[src/rtl/regwrite_arb_pkg.sv]
// Shared widths, the XZR register index, the write-request record and the output-stage states
// for the register-file write arbiter.
package regwrite_arb_pkg;

    localparam int DEF_N   = 64;
    localparam int DEF_A   = 5;
    localparam int DEF_R   = 2;
    localparam int XZR_IDX = (1 << DEF_A) - 1;

    typedef struct packed {
        logic [DEF_A-1:0] addr;
        logic [DEF_N-1:0] data;
    } wr_req_t;

    typedef enum logic {
        EMPTY = 1'b0,
        FULL  = 1'b1
    } stage_t;

endpackage

[src/rtl/rr_pick.sv]
// Purpose: round-robin pick of the first set request at or after ptr, returning one-hot grant and index.
// Latency: purely combinational.
// Backpressure: none; the caller masks req when it cannot accept.
module rr_pick
    import regwrite_arb_pkg::*;
#(
    parameter int R  = DEF_R,
    parameter int PW = (R > 1) ? $clog2(R) : 1
) (
    input  logic [R-1:0]  req,
    input  logic [PW-1:0] ptr,
    output logic [R-1:0]  grant,
    output logic [PW-1:0] idx,
    output logic          found
);

    always_comb begin
        int j;
        grant = '0;
        idx   = '0;
        found = 1'b0;
        j     = 0;
        for (int k = 0; k < R; k++) begin
            j = int'(ptr) + k;
            if (j >= R) j = j - R;
            if (!found && req[j]) begin
                found    = 1'b1;
                grant[j] = 1'b1;
                idx      = PW'(j);
            end
        end
    end

endmodule

[src/rtl/regwrite_arbiter.sv]
// Purpose: round-robin share of the register-file write port into a one-entry output stage (XZR drop: REGWRITE_ARB_XZR_FILTER_EN).
// Latency: a write accepted at cycle t drives wr_* at t+1; one write per cycle when not stalled.
// Backpressure: wr_stall on a full stage blocks every grant; a retiring stage accepts a new write in the same cycle.
module regwrite_arbiter
    import regwrite_arb_pkg::*;
#(
    parameter int N = DEF_N,
    parameter int A = DEF_A,
    parameter int R = DEF_R
) (
    input  logic                clk,
    input  logic                reset,
    input  logic [R-1:0]        req_valid,
    output logic [R-1:0]        req_ready,
    input  logic [R-1:0][A-1:0] req_addr,
    input  logic [R-1:0][N-1:0] req_data,
    input  logic                wr_stall,
    output logic                wr_en,
    output logic [A-1:0]        wr_addr,
    output logic [N-1:0]        wr_data
);

    localparam int PW = $clog2(R);

    stage_t         state_q, state_d;
    logic [PW-1:0]  ptr_q, ptr_d, win_idx;
    logic [R-1:0]   grant;
    logic           found, can_accept, is_xzr, load;

    assign wr_en      = (state_q == FULL);
    assign can_accept = !wr_en || !wr_stall;

    // Reset also silences the handshake so no requester believes it was accepted.
    rr_pick #(.R(R), .PW(PW)) u_pick (
        .req   (req_valid & {R{can_accept && !reset}}),
        .ptr   (ptr_q),
        .grant (grant),
        .idx   (win_idx),
        .found (found)
    );

    assign req_ready = grant;

`ifdef REGWRITE_ARB_XZR_FILTER_EN
    assign is_xzr = (req_addr[win_idx] == {A{1'b1}});
`else
    assign is_xzr = 1'b0;
`endif

    // A filtered XZR grant still completes the handshake but never fills the stage.
    assign load = found && !is_xzr;

    always_comb begin
        state_d = state_q;
        ptr_d   = ptr_q;
        if (load) begin
            state_d = FULL;
        end else if (!wr_stall) begin
            state_d = EMPTY;
        end
        if (found) begin
            ptr_d = (int'(win_idx) == R - 1) ? '0 : win_idx + PW'(1);
        end
    end

    always_ff @(posedge clk) begin
        if (reset) begin
            state_q <= EMPTY;
            ptr_q   <= '0;
        end else begin
            state_q <= state_d;
            ptr_q   <= ptr_d;
        end
    end

    always_ff @(posedge clk) begin
        if (reset) begin
            wr_addr <= '0;
            wr_data <= '0;
        end else if (load) begin
            wr_addr <= req_addr[win_idx];
            wr_data <= req_data[win_idx];
        end
    end

endmodule

[config.mk]
export PLATFORM = sky130hd
export DESIGN_NAME = regwrite_arbiter
export DESIGN_NICKNAME = d
export VERILOG_FILES = /design/src/rtl/regwrite_arb_pkg.sv /design/src/rtl/rr_pick.sv /design/src/rtl/regwrite_arbiter.sv
export SDC_FILE = /design/constraint.sdc
export NUM_CORES = 1
export LEC_CHECK = 0
export CAP_MARGIN = 0
export CORE_ASPECT_RATIO = 0.75
export CORE_MARGIN = 2
export CORE_UTILIZATION = 60
export CTS_CLUSTER_SIZE = 20
export DETAILED_ROUTE_END_ITERATION = 8
export DONT_BUFFER_PORTS = 1
export PLACE_DENSITY = 0.76
export SLEW_MARGIN = 20
export SYNTH_ARGS = -nofsm -noshare
export SYNTH_HDL_FRONTEND = slang
export SYNTH_SLANG_ARGS = --single-unit
[constraint.sdc]
create_clock -name clk -period 3.4 [get_ports clk]
set_clock_uncertainty 0.05 [all_clocks]
set_input_delay 0.85 -clock clk [delete_from_list [all_inputs] [get_ports clk]]
set_output_delay 0.85 -clock clk [all_outputs]
set_load 0.05 [all_outputs]
# After elaboration in Yosys (flattened, before gate mapping)
# Index checks and enable logic that the tools add are counted.
[word_totals] ff_bits=71 latch_bits=0 ramBits=0 romBits=0 in_bits=143 output_inout_bits=72 wordCells=52 mem_count=0
[op_classes] addsub=4 mul=0 n_div=0 magnitude_cmp=7 n_eq_ne=1 shifts=0 mux=25 n_bitwise=2 reduce_logical=9
[ops] op="$mux 64" count=2
[ops] op="$ge 32x1->1 const B" count=2
[ops] op="$lt 32x3->1 const B" count=2
[ops] op="$mux 32" count=2
[ops] op="$ge 32x3->1 const B" count=1
[ops] op="$sub 32x3->32 const B" count=1
[ops] op="$mux 1" count=15
[ops] op="$mux 5" count=2
[ops] op="$logic_and 1x1->1" count=4
[ops] op="$logic_not 1->1" count=4
[ops] op="$mux 2" count=2
[ops] op="$sub 1x2->3 const B" count=1
[ops] op="$add 1x1->2 const B" count=1
[ops] op="$and 2x2->2" count=1
[ops] op="$demux 1 s1" count=2
[ops] op="$ge 1x2->1 const B" count=1
[ops] op="$lt 1x2->1 const B" count=1
[ops] op="$ne 2x1->1 const B" count=1
[ops] op="$or 2x2->2" count=1
[ops] op="$add 1x1->1 const B" count=1
[ops] op="$logic_or 1x1->1" count=1

# Depth between registers and ports, before layout
# Gate-level depths: netlist of the first run.
[depth] depth_word=13 ltp_mapped=7

# Cells and area by module
# Synthesis of the first run repeated with hierarchy kept, for this count alone.
[unflattened] cells_unflattened=322 hier_area_um2=3201.8
[by_module_without_submodules] module="regwrite_arbiter" instances=1 cells_per_inst=317 area_per_inst_um2=3169.3
[by_module_without_submodules] module="rr_pick" instances=1 cells_per_inst=5 area_per_inst_um2=32.5

# Worst setup path before layout of the first run
# Ideal clock, no wire load.
[synth_path] kind="input to output" start="input reset" end="output req_ready[1]" arrival_ns=2.545 required_ns=2.500 path_slack_ns=-0.045 cell_stages=5 path_buffers=3 path_cell_list="buf_4 a21o_1 buf_2 buf_2 nor3_1"
[synth_between] elab_chain_cells=10
[synth_lines] element="from (decl)" line_no="regwrite_arbiter.sv:12" text="input logic reset,"
[synth_lines] element="$logic_not 1->1 (*)" line_no="regwrite_arbiter.sv:35" text=".req (req_valid & {R{can_accept && !reset}}),"
[synth_lines] element="$logic_and 1x1->1 (*)" line_no="regwrite_arbiter.sv:35"
[synth_lines] element="$and 2x2->2 (*)" line_no="regwrite_arbiter.sv:35"
[synth_lines] element="$mux 1 (implied by the code) (3 in series)" line_no="rr_pick.sv:26" text="if (!found && req[j]) begin"
[synth_lines] element="$mux 1" line_no="rr_pick.sv:26"
[synth_lines] element="$logic_not 1->1" line_no="rr_pick.sv:26"
[synth_lines] element="$logic_and 1x1->1" line_no="rr_pick.sv:26"
[synth_lines] element="$mux 2 (*)" line_no="rr_pick.sv:26"
[synth_lines] element="to (decl)" line_no="regwrite_arbiter.sv:14" text="output logic [R-1:0] req_ready,"
# Mark *: on every way between the ends. The rest lies on a longest branch, timed or not. The select of a mux whose other input is x is not followed.

# Worst setup path in the final report of the first run
# Ends and elaborated chain as after synthesis.

==> flow_metrics.py, run 1 <==
metrics = {
    "sta": {
        "rsz0062_at_grt": "no",
        "setup_tns_ps": 0,
        "fmax_mhz": 391,
        "tightest_slew_ps": 775,
        "slew_violations": 0,
        "slew_headroom": 0.483,
        "finalHoldViolCount": 0,
        "min_period_ps": 2560,
        "fin_crit_sh": 0.752,
        "setup_viol": 0,
    },
    "pwr": {
        "p_switching_uw": 810,
        "swShare": 0.381,
        "cellLeakagePower_nw": 1.10,
        "p_clk_frac": 0.289,
        "power_mw": 2.12,
        "power.density_nw_per_um2": 554,
        "seq_power_share": 0.559,
        "combPwrFrac": 0.151,
        "internal_power_mw": 1.32,
        "max-vdd-ir-drop_v": 0.000272,
    },
    "floorplan": {
        "die_area_um2": 6950,
        "placeableCoreArea_um2": 5950,
        "die_h_um": 72.7,
        "start_util": 0.635,
        "io_pins": 215,
        "core.rowCount": 24,
        "die_w_um": 95.6,
    },
    "yosys": {
        "synth.yosys.seq_area_share": 0.377,
        "netlist_area_um2": 3770,
        "ys_top_cells_by_count": "71 x a21oi_1, 71 x dfxtp_1, 70 x a311oi_1",
        "synth_cell_types": 21,
        "synth_area_leaders": "dfxtp_1 38%, a311oi_1 16%, o31ai_1 14%",
        "yosys.area.top_type_share": 0.377,
        "async_flop_share": 0,
        "synth_edf_count": 0,
        "synth_warnings": 0,
        "ys.flop_type": "dfxtp_1",
        "synth.net_count": 582,
        "syn_area_per_cell_um2": 8.60,
        "synth_cells": 439,
        "yosysTopAreaCell": "dfxtp_1",
        "synth_seq_cells": 71,
    },
    "clock_network": {
        "cts_buffer_depth": 2,
        "clock_latency_ps": 330,
        "cts-root-buf": "clkbuf_8",
        "post_cts_buffers": 0,
        "cts_tree": "built",
        "cts_max_level": 3,
        "ctsResizeCount": 0,
        "postCtsHoldBufs": 0,
        "cts_buffers": 9,
        "clk_pin_slew_ps": 70,
        "cts_sinks": 71,
    },
    "worst_setup_path": {
        "worstPathMaxFanout": 73,
        "crit_path_start_kind": "primary input",
        "required_ps": 2500,
        "crit_arrival_ps": 1660,
        "worstSetupPathType": "in2out",
        "end_kind": "primary output",
        "reg2reg_depth": 5,
    },
    "drt": {
        "drtIter0Drc": 399,
        "vias": 3760,
        "ant_nets": 0,
        "drc": 0,
        "drt-wirelength-per-cell_um": 24.9,
        "met2WireLength_um": 5540,
        "routed_wl_um": 11600,
        "top_layer": "met4",
        "dr_wl_met3_um": 1440,
        "via_per_inst": 8.05,
        "drt-met1-wl_um": 4410,
        "dr.pass1.iters": 5,
    },
    "grt": {
        "grt_max_degree": 139,
        "grt_pass1_wl_um": 17400,
        "grt_overflow": 0,
        "grt_antenna_before_repair": 0,
        "first_global_vias": 3334,
        "grt_use_total": 0.313,
    },
    "worst_hold_path": {
        "worstHoldPathType": "in2reg",
        "whs_path_depth": 1,
    },
    "cells_and_area": {
        "finalNetCount": 527,
        "num_antenna_cells": 0,
        "drive_above_1_share": 0.0900,
        "regArea_um2": 1420,
        "fin_cells": 467,
        "area_delta_synth_final_pct": 1.66,
        "stdcell_area_um2": 3840,
        "fillerInstances": 519,
        "multi_input_area_um2": 2010,
    },
    "place": {
        "place_area_um2": 3650,
        "dp.cells": 451,
        "portBuffers": 0,
        "finalWeightedCongestion": 0.766,
        "place_hpwl_um": 6960,
    },
    "flow_run": {
        "cap_violations": 0,
    },
    "status": {
        "status": "complete, no violations",
    },
}
==> power by group through the flow <==
| stage | Clock (mW) | Sequential, mW | Combinational, mW |
|---|---|---|---|
| finish | 0.615 | 1.19 | 0.322 |
| global route | 0.655 | 1.19 | 0.355 |
| CTS | 0.631 | 1.19 | 0.320 |
| detailed placement | 0 | 1.21 | 0.321 |
| global placement | 0 | 1.21 | 0.310 |
| floorplan | 0 | 1.19 | 0.293 |
==> area by class of cell <==
| type | instances | share of cell area |
|---|---|---|
| clock inverters | 5 | 0.00848 |
| repair buffers | 11 | 0.0313 |
| clock buffers | 11 | 0.0395 |
| inverters | 1 | 0.000978 |
| flip-flops and latches | 71 | 0.370 |
| well taps | 78 | 0.0254 |
| multi-input cells | 290 | 0.524 |
==> layer usage <==
| layer | global-route usage | vias up |
|---|---|---|
| met1 | 0.403 | 1788 |
| met2 | 0.478 | 229 |
| met3 | 0.122 | 26 |
| met5 | 0 | - |
| met4 | 0.114 | 0 |
| li1 | - | 1717 |
==> worst max-delay path: stages <==
cell and delay, ps:
a21o_2 350, nor3_2 210, buf_4 220
==> logic make-up (layout without fill, tap and decap cells) <==
logic type / Yosys count / after routing / share of synthesized area
AOI/OAI and AO/OA: 212 / 212 / 0.398
and+or+nand+nor: 78 / 78 / 0.128
DFF: 71 / 71 / 0.377
buffers and inverters: 78 / 28 / 0.0971
==> final timing paths <==
kind | to | slack [ps] | from
hold reg to reg | ptr_q | 540 | ptr_q
setup / recovery | req_ready[1] | 840 | reset
hold / removal | wr_data[48] | 530 | reset
setup reg to reg | wr_data[3] | 1170 | wr_en
==> sequential cells by signal, indices dropped and copies added (netlist names) <==
register  cells
wr_addr       5
ptr_q         1
wr_data      64
wr_en         1
==> layout by cell type (no fill, tap or decap) <==
cell,Yosys,routed
a21o_2,0,1
a21oi_1,71,71
a21oi_4,0,1
a311oi_1,70,70
and3_1,1,1
buf_12,0,3
buf_4,8,8
clkbuf_8,0,11
clkinv_2,0,2
clkinvlp_4,0,3
dfxtp_1,71,71
inv_2,1,1
nand2_1,2,2
nand2b_2,0,1
nand4_1,69,69
nor2_1,1,1
nor2_4,1,1
nor2b_4,0,1
nor3_2,0,1
o31ai_1,69,69
or2_2,1,1
==> stage by stage <==
stage          utilization  hold slack (ps)  setup WS (ps)
6_report             0.645              534            842
2_1_floorplan            -              436            383
4_1_cts              0.645              513            821
3_5_place_dp         0.614              521            846
3_3_place_gp         0.614              519            872
5_1_grt              0.645              508            735
Note: power is estimated with default switching activity, not from simulation.
==> run 2: changes to the inputs <==
Settings changed: CORE_UTILIZATION 60 to 57, PLACE_DENSITY 0.76 to 0.75.
Clock period 3.4 ns to 2.3 ns, I/O delays scaled along.
==> flow_metrics.py, run 2 (synthesis gave the netlist of run 1 again) <==
metrics = {
    "place": {
        "finalWeightedCongestion": 0.781,
        "portBuffers": 0,
        "dp.cells": 458,
        "place_ws_ps": 434,
        "place_hpwl_um": 7050,
        "place_area_um2": 3680,
    },
    "drt": {
        "ant_nets": 0,
        "routed_wl_um": 11600,
        "drtIter0Drc": 261,
        "drc": 0,
        "drt-wirelength-per-cell_um": 24.5,
        "vias": 3728,
        "dr.pass1.iters": 4,
        "via_per_inst": 7.86,
    },
    "worst_setup_path": {
        "crit_arrival_ps": 1320,
        "critPathBufInv": 1,
        "crit_start": "wr_en",
        "path_cells": "a21o_2, nor3_4, buf_12",
        "reg2reg_slack_ps": 640,
        "crit_end": "req_ready[1]",
        "worstSetupPathType": "reg2out",
        "r2r-start": "wr_en",
        "crit_slowest_cell": "dfxtp_1",
        "worstPathMaxFanout": 4,
        "cp.depth": 3,
        "max_stage_delay_ps": 350,
        "reg2reg_to": "wr_data[50]",
        "crit_family": "flip-flops",
        "end_kind": "primary output",
        "reg2reg_depth": 4,
        "crit_path_start_kind": "flip-flop",
        "required_ps": 1670,
    },
    "cells_and_area": {
        "num_antenna_cells": 0,
        "layout_common_cells": "71 x a21oi_1, 71 x dfxtp_1, 70 x a311oi_1, 69 x o31ai_1, 69 x nand4_1",
        "biggestRegsByFlops": "wr_data (64), wr_addr (5)",
        "largest_reg_flops": 64,
        "regArea_um2": 1420,
        "fin_cells": 474,
        "largest-register": "wr_data",
        "multi_input_area_um2": 2020,
        "drive_above_1_share": 0.0992,
        "area_delta_synth_final_pct": 3.08,
        "fillerInstances": 573,
        "stdcell_area_um2": 3890,
        "finalNetCount": 531,
    },
    "floorplan": {
        "core.rowCount": 25,
        "die_w_um": 98.0,
        "placeableCoreArea_um2": 6350,
        "die_area_um2": 7300,
        "die_h_um": 74.5,
        "io_pins": 215,
        "start_util": 0.594,
    },
    "status": {
        "status": "complete, no violations",
    },
    "sta": {
        "setup_viol": 0,
        "fmax_mhz": 514,
        "slew_headroom": 0.621,
        "fin_crit_sh": 0.846,
        "slew_violations": 0,
        "tightest_slew_ps": 568,
        "finalWorstSetupSlack_ps": 354,
        "finalHoldViolCount": 0,
        "min_period_ps": 1950,
        "setup_tns_ps": 0,
        "rsz0062_at_grt": "no",
    },
    "worst_hold_path": {
        "worstHoldPathType": "in2reg",
        "whs_path_depth": 1,
        "hold_start": "reset",
    },
    "pwr": {
        "power_mw": 3.26,
        "max-vdd-ir-drop_v": 0.000496,
        "power.density_nw_per_um2": 837,
        "cellLeakagePower_nw": 1.12,
    },
    "clock_network": {
        "postCtsHoldBufs": 0,
        "ctsResizeCount": 0,
        "cts_buffer_depth": 2,
        "cts_buffers": 9,
        "cts-root-buf": "clkbuf_8",
        "post_cts_buffers": 0,
        "cts_tree": "built",
        "cts_sinks": 71,
        "clk_pin_slew_ps": 80,
        "cts_max_level": 3,
        "clock_latency_ps": 330,
    },
    "grt": {
        "grt_overflow": 0,
        "grt_use_total": 0.301,
        "grt_max_degree": 139,
        "grt_antenna_before_repair": 0,
        "grt_pass1_wl_um": 17900,
        "first_global_vias": 3350,
    },
    "flow_run": {
        "cap_violations": 0,
    },
}
==> run 2: cell count changes in the layout (fill, tap and decap cells not counted) <==
cell / before / now
buf_4: 8 / 13
clkinv_2: 2 / 0
and3_1: 1 / 0
and3_2: 0 / 1
buf_12: 3 / 2
bufinv_16: 0 / 1
clkbuf_1: 0 / 1
clkinv_4: 0 / 1
clkinvlp_4: 3 / 2
nor3_2: 1 / 0
nor3_4: 0 / 1
==> run 2: final cells by class <==
cell class	count	area share
Sequential cell	71	0.365
Inverter	1	0.000965
Clock inverter	4	0.0138
Clock buffer	12	0.0399
Multi-Input combinational cell	290	0.519
Tap cell	81	0.0260
Timing Repair Buffer	15	0.0354
==> run 2: worst min path at each step <==
stage | to | slack (ps)
3_5_place_dp | ptr_q | 520
2_1_floorplan | ptr_q | 440
5_1_grt | wr_data[17] | 230
3_3_place_gp | ptr_q | 510
6_report | wr_data[37] | 260
4_1_cts | wr_data[56] | 240
==> run 2: metrics by stage <==
stage                     hold WS [ps]   util
after floorplan                    436      -
after global placement             513  0.580
after detailed placement           519  0.580
after CTS                          236  0.613
after global routing               229  0.613
final                              259  0.613
==> run 2: routing by layer <==
layer  GRT usage  wire, um  up-vias
met5           0         0        -
met4      0.0988       226        0
met3       0.119      1370       19
met2       0.471      5620      219
met1       0.388      4410     1770
li1            -         -     1720
==> run 2: power by group <==
part	switching, mW	total (mW)	leakage, nW	internal [mW]
combinational	0.310	0.478	0.438	0.168
sequential	0.425	1.76	0.588	1.33
clock	0.460	1.02	0.0988	0.563
total	1.19	3.26	1.12	2.06
==> run 3: changes to the inputs <==
Settings changed: CORE_UTILIZATION 57 to 60, PLACE_DENSITY 0.75 to 0.76.
Clock period 2.3 ns to 1.8 ns, I/O delays scaled along.
==> flow_metrics.py, run 3 (synthesis gave the netlist of run 1 again) <==
metrics = {
    "status": {
        "status": "complete, no violations",
    },
    "sta": {
        "setup_tns_ps": 0,
        "min_period_ps": 1740,
        "fmax_mhz": 575,
        "tightest_slew_ps": 562,
        "rsz0062_at_grt": "no",
        "fin_crit_sh": 0.966,
        "slew_violations": 0,
        "slew_headroom": 0.625,
        "finalHoldViolCount": 0,
        "setup_viol": 0,
    },
    "floorplan": {
        "die_h_um": 72.7,
        "placeableCoreArea_um2": 5950,
        "core.rowCount": 24,
        "die_area_um2": 6950,
        "io_pins": 215,
        "start_util": 0.635,
        "die_w_um": 95.6,
    },
    "place": {
        "place_area_um2": 3780,
        "dp.cells": 459,
        "finalWeightedCongestion": 0.869,
        "portBuffers": 0,
        "place_hpwl_um": 7460,
    },
    "drt": {
        "drc": 0,
        "drt-wirelength-per-cell_um": 24.7,
        "dr.pass1.iters": 5,
        "drtIter0Drc": 269,
        "via_per_inst": 7.84,
        "ant_nets": 0,
        "routed_wl_um": 11800,
        "vias": 3742,
    },
    "clock_network": {
        "cts_max_level": 3,
        "cts_sinks": 71,
        "cts-root-buf": "clkbuf_8",
        "cts_tree": "built",
        "clock_latency_ps": 330,
        "postCtsHoldBufs": 0,
        "cts_buffers": 9,
        "clk_pin_slew_ps": 70,
        "cts_buffer_depth": 2,
    },
    "worst_setup_path": {
        "crit_arrival_ps": 1240,
        "reg2reg_depth": 4,
        "required_ps": 1300,
        "crit_path_start_kind": "flip-flop",
        "worstSetupPathType": "reg2out",
        "worstPathMaxFanout": 4,
        "end_kind": "primary output",
    },
    "pwr": {
        "p_clk_frac": 0.267,
        "cellLeakagePower_nw": 1.16,
        "max-vdd-ir-drop_v": 0.000509,
        "swShare": 0.381,
        "combPwrFrac": 0.165,
        "power.density_nw_per_um2": 1000,
        "seq_power_share": 0.568,
        "p_switching_mw": 1.51,
        "internal_power_mw": 2.45,
    },
    "grt": {
        "grt_pass1_wl_um": 17900,
        "grt_overflow": 0,
        "grt_use_total": 0.325,
        "grt_max_degree": 75,
        "first_global_vias": 3468,
        "grt_antenna_before_repair": 0,
    },
    "cells_and_area": {
        "fillerInstances": 500,
        "stdcell_area_um2": 3960,
        "fin_cells": 477,
        "finalNetCount": 537,
        "num_antenna_cells": 0,
        "largest-register": "wr_data",
        "layout_common_cells": "71 x a21oi_1, 70 x a311oi_1, 69 x o31ai_1, 69 x nand4_1, 69 x dfxtp_1",
        "biggestRegsByFlops": "wr_data (64), wr_addr (5)",
        "area_delta_synth_final_pct": 4.81,
        "drive_above_1_share": 0.113,
        "final_common_cell": "a21oi_1",
        "largest_reg_flops": 64,
    },
    "flow_run": {
        "cap_violations": 0,
    },
    "worst_hold_path": {
        "worstHoldPathType": "in2reg",
        "whs_path_depth": 1,
    },
}
## run 3: changes by cell type in the layout (fill, tap and decap cells not counted), moves of 2 or more
cell,before,now
buf_12,2,7
clkbuf_1,1,3
clkbuf_8,11,9
clkinv_2,0,3
dfxtp_1,71,69
dfxtp_2,0,2
## run 3: repair_timing
action / 4_1_cts / 5_1_grt
gates resized for setup: 0 / 2
endpoints found under the hold margin: 0 / 0
endpoints found under the setup margin: 1 / 1
setup buffers: 2 / 0
## run 3: per-stage QoR
stage	hold WS, ps	power [mW]	utilization	setup WS, ps
after floorplan	436	2.82	-	-78.9
after global placement	478	2.90	0.635	196
after detailed placement	475	2.93	0.635	130
after CTS	117	3.98	0.664	26.3
after global routing	116	4.13	0.665	1.09
final	133	3.96	0.665	61.2
## run 3: cell type report
cell class,instances,area (um^2),area share
sequential,71,1420,0.360
inverter,1,3.75,0.000949
clock buffer,12,135,0.0342
tap,78,97.6,0.0247
clock inverter,4,22.5,0.00569
timing repair buffer,21,245,0.0620
multi-input combinational,290,2030,0.513
## run 3: routing by layer
metal  vias to the layer above  wire length, um  GRT usage
li1                       1731                -          -
met1                      1759             4400      0.399
met3                        19             1460      0.125
met5                         -                0          0
met2                       233             5700      0.538
met4                         0              212     0.0857
## run 3: path summary, 6_finish.rpt
| kind | slack [ps] | end | startpoint |
|---|---|---|---|
| worst max-delay path | 60 | req_ready[0] | wr_en |
| worst min-delay path | 130 | wr_data[25] | reset |
| worst max register to register | 260 | wr_data[45] | wr_en |
| worst min register to register | 470 | ptr_q | ptr_q |
## run 3: power by group through the flow
stage | Clock (mW) | Sequential [mW] | Combinational [mW]
CTS | 1.08 | 2.25 | 0.648
global route | 1.15 | 2.26 | 0.721
finish | 1.06 | 2.25 | 0.652
detailed placement | 0 | 2.28 | 0.642
global placement | 0 | 2.28 | 0.623
floorplan | 0 | 2.25 | 0.566
## run 3: worst max-delay path, stage by stage, from the launching register on
cell	delay [ps]
dfxtp_2	350
a21oi_4	230
and3_4	340
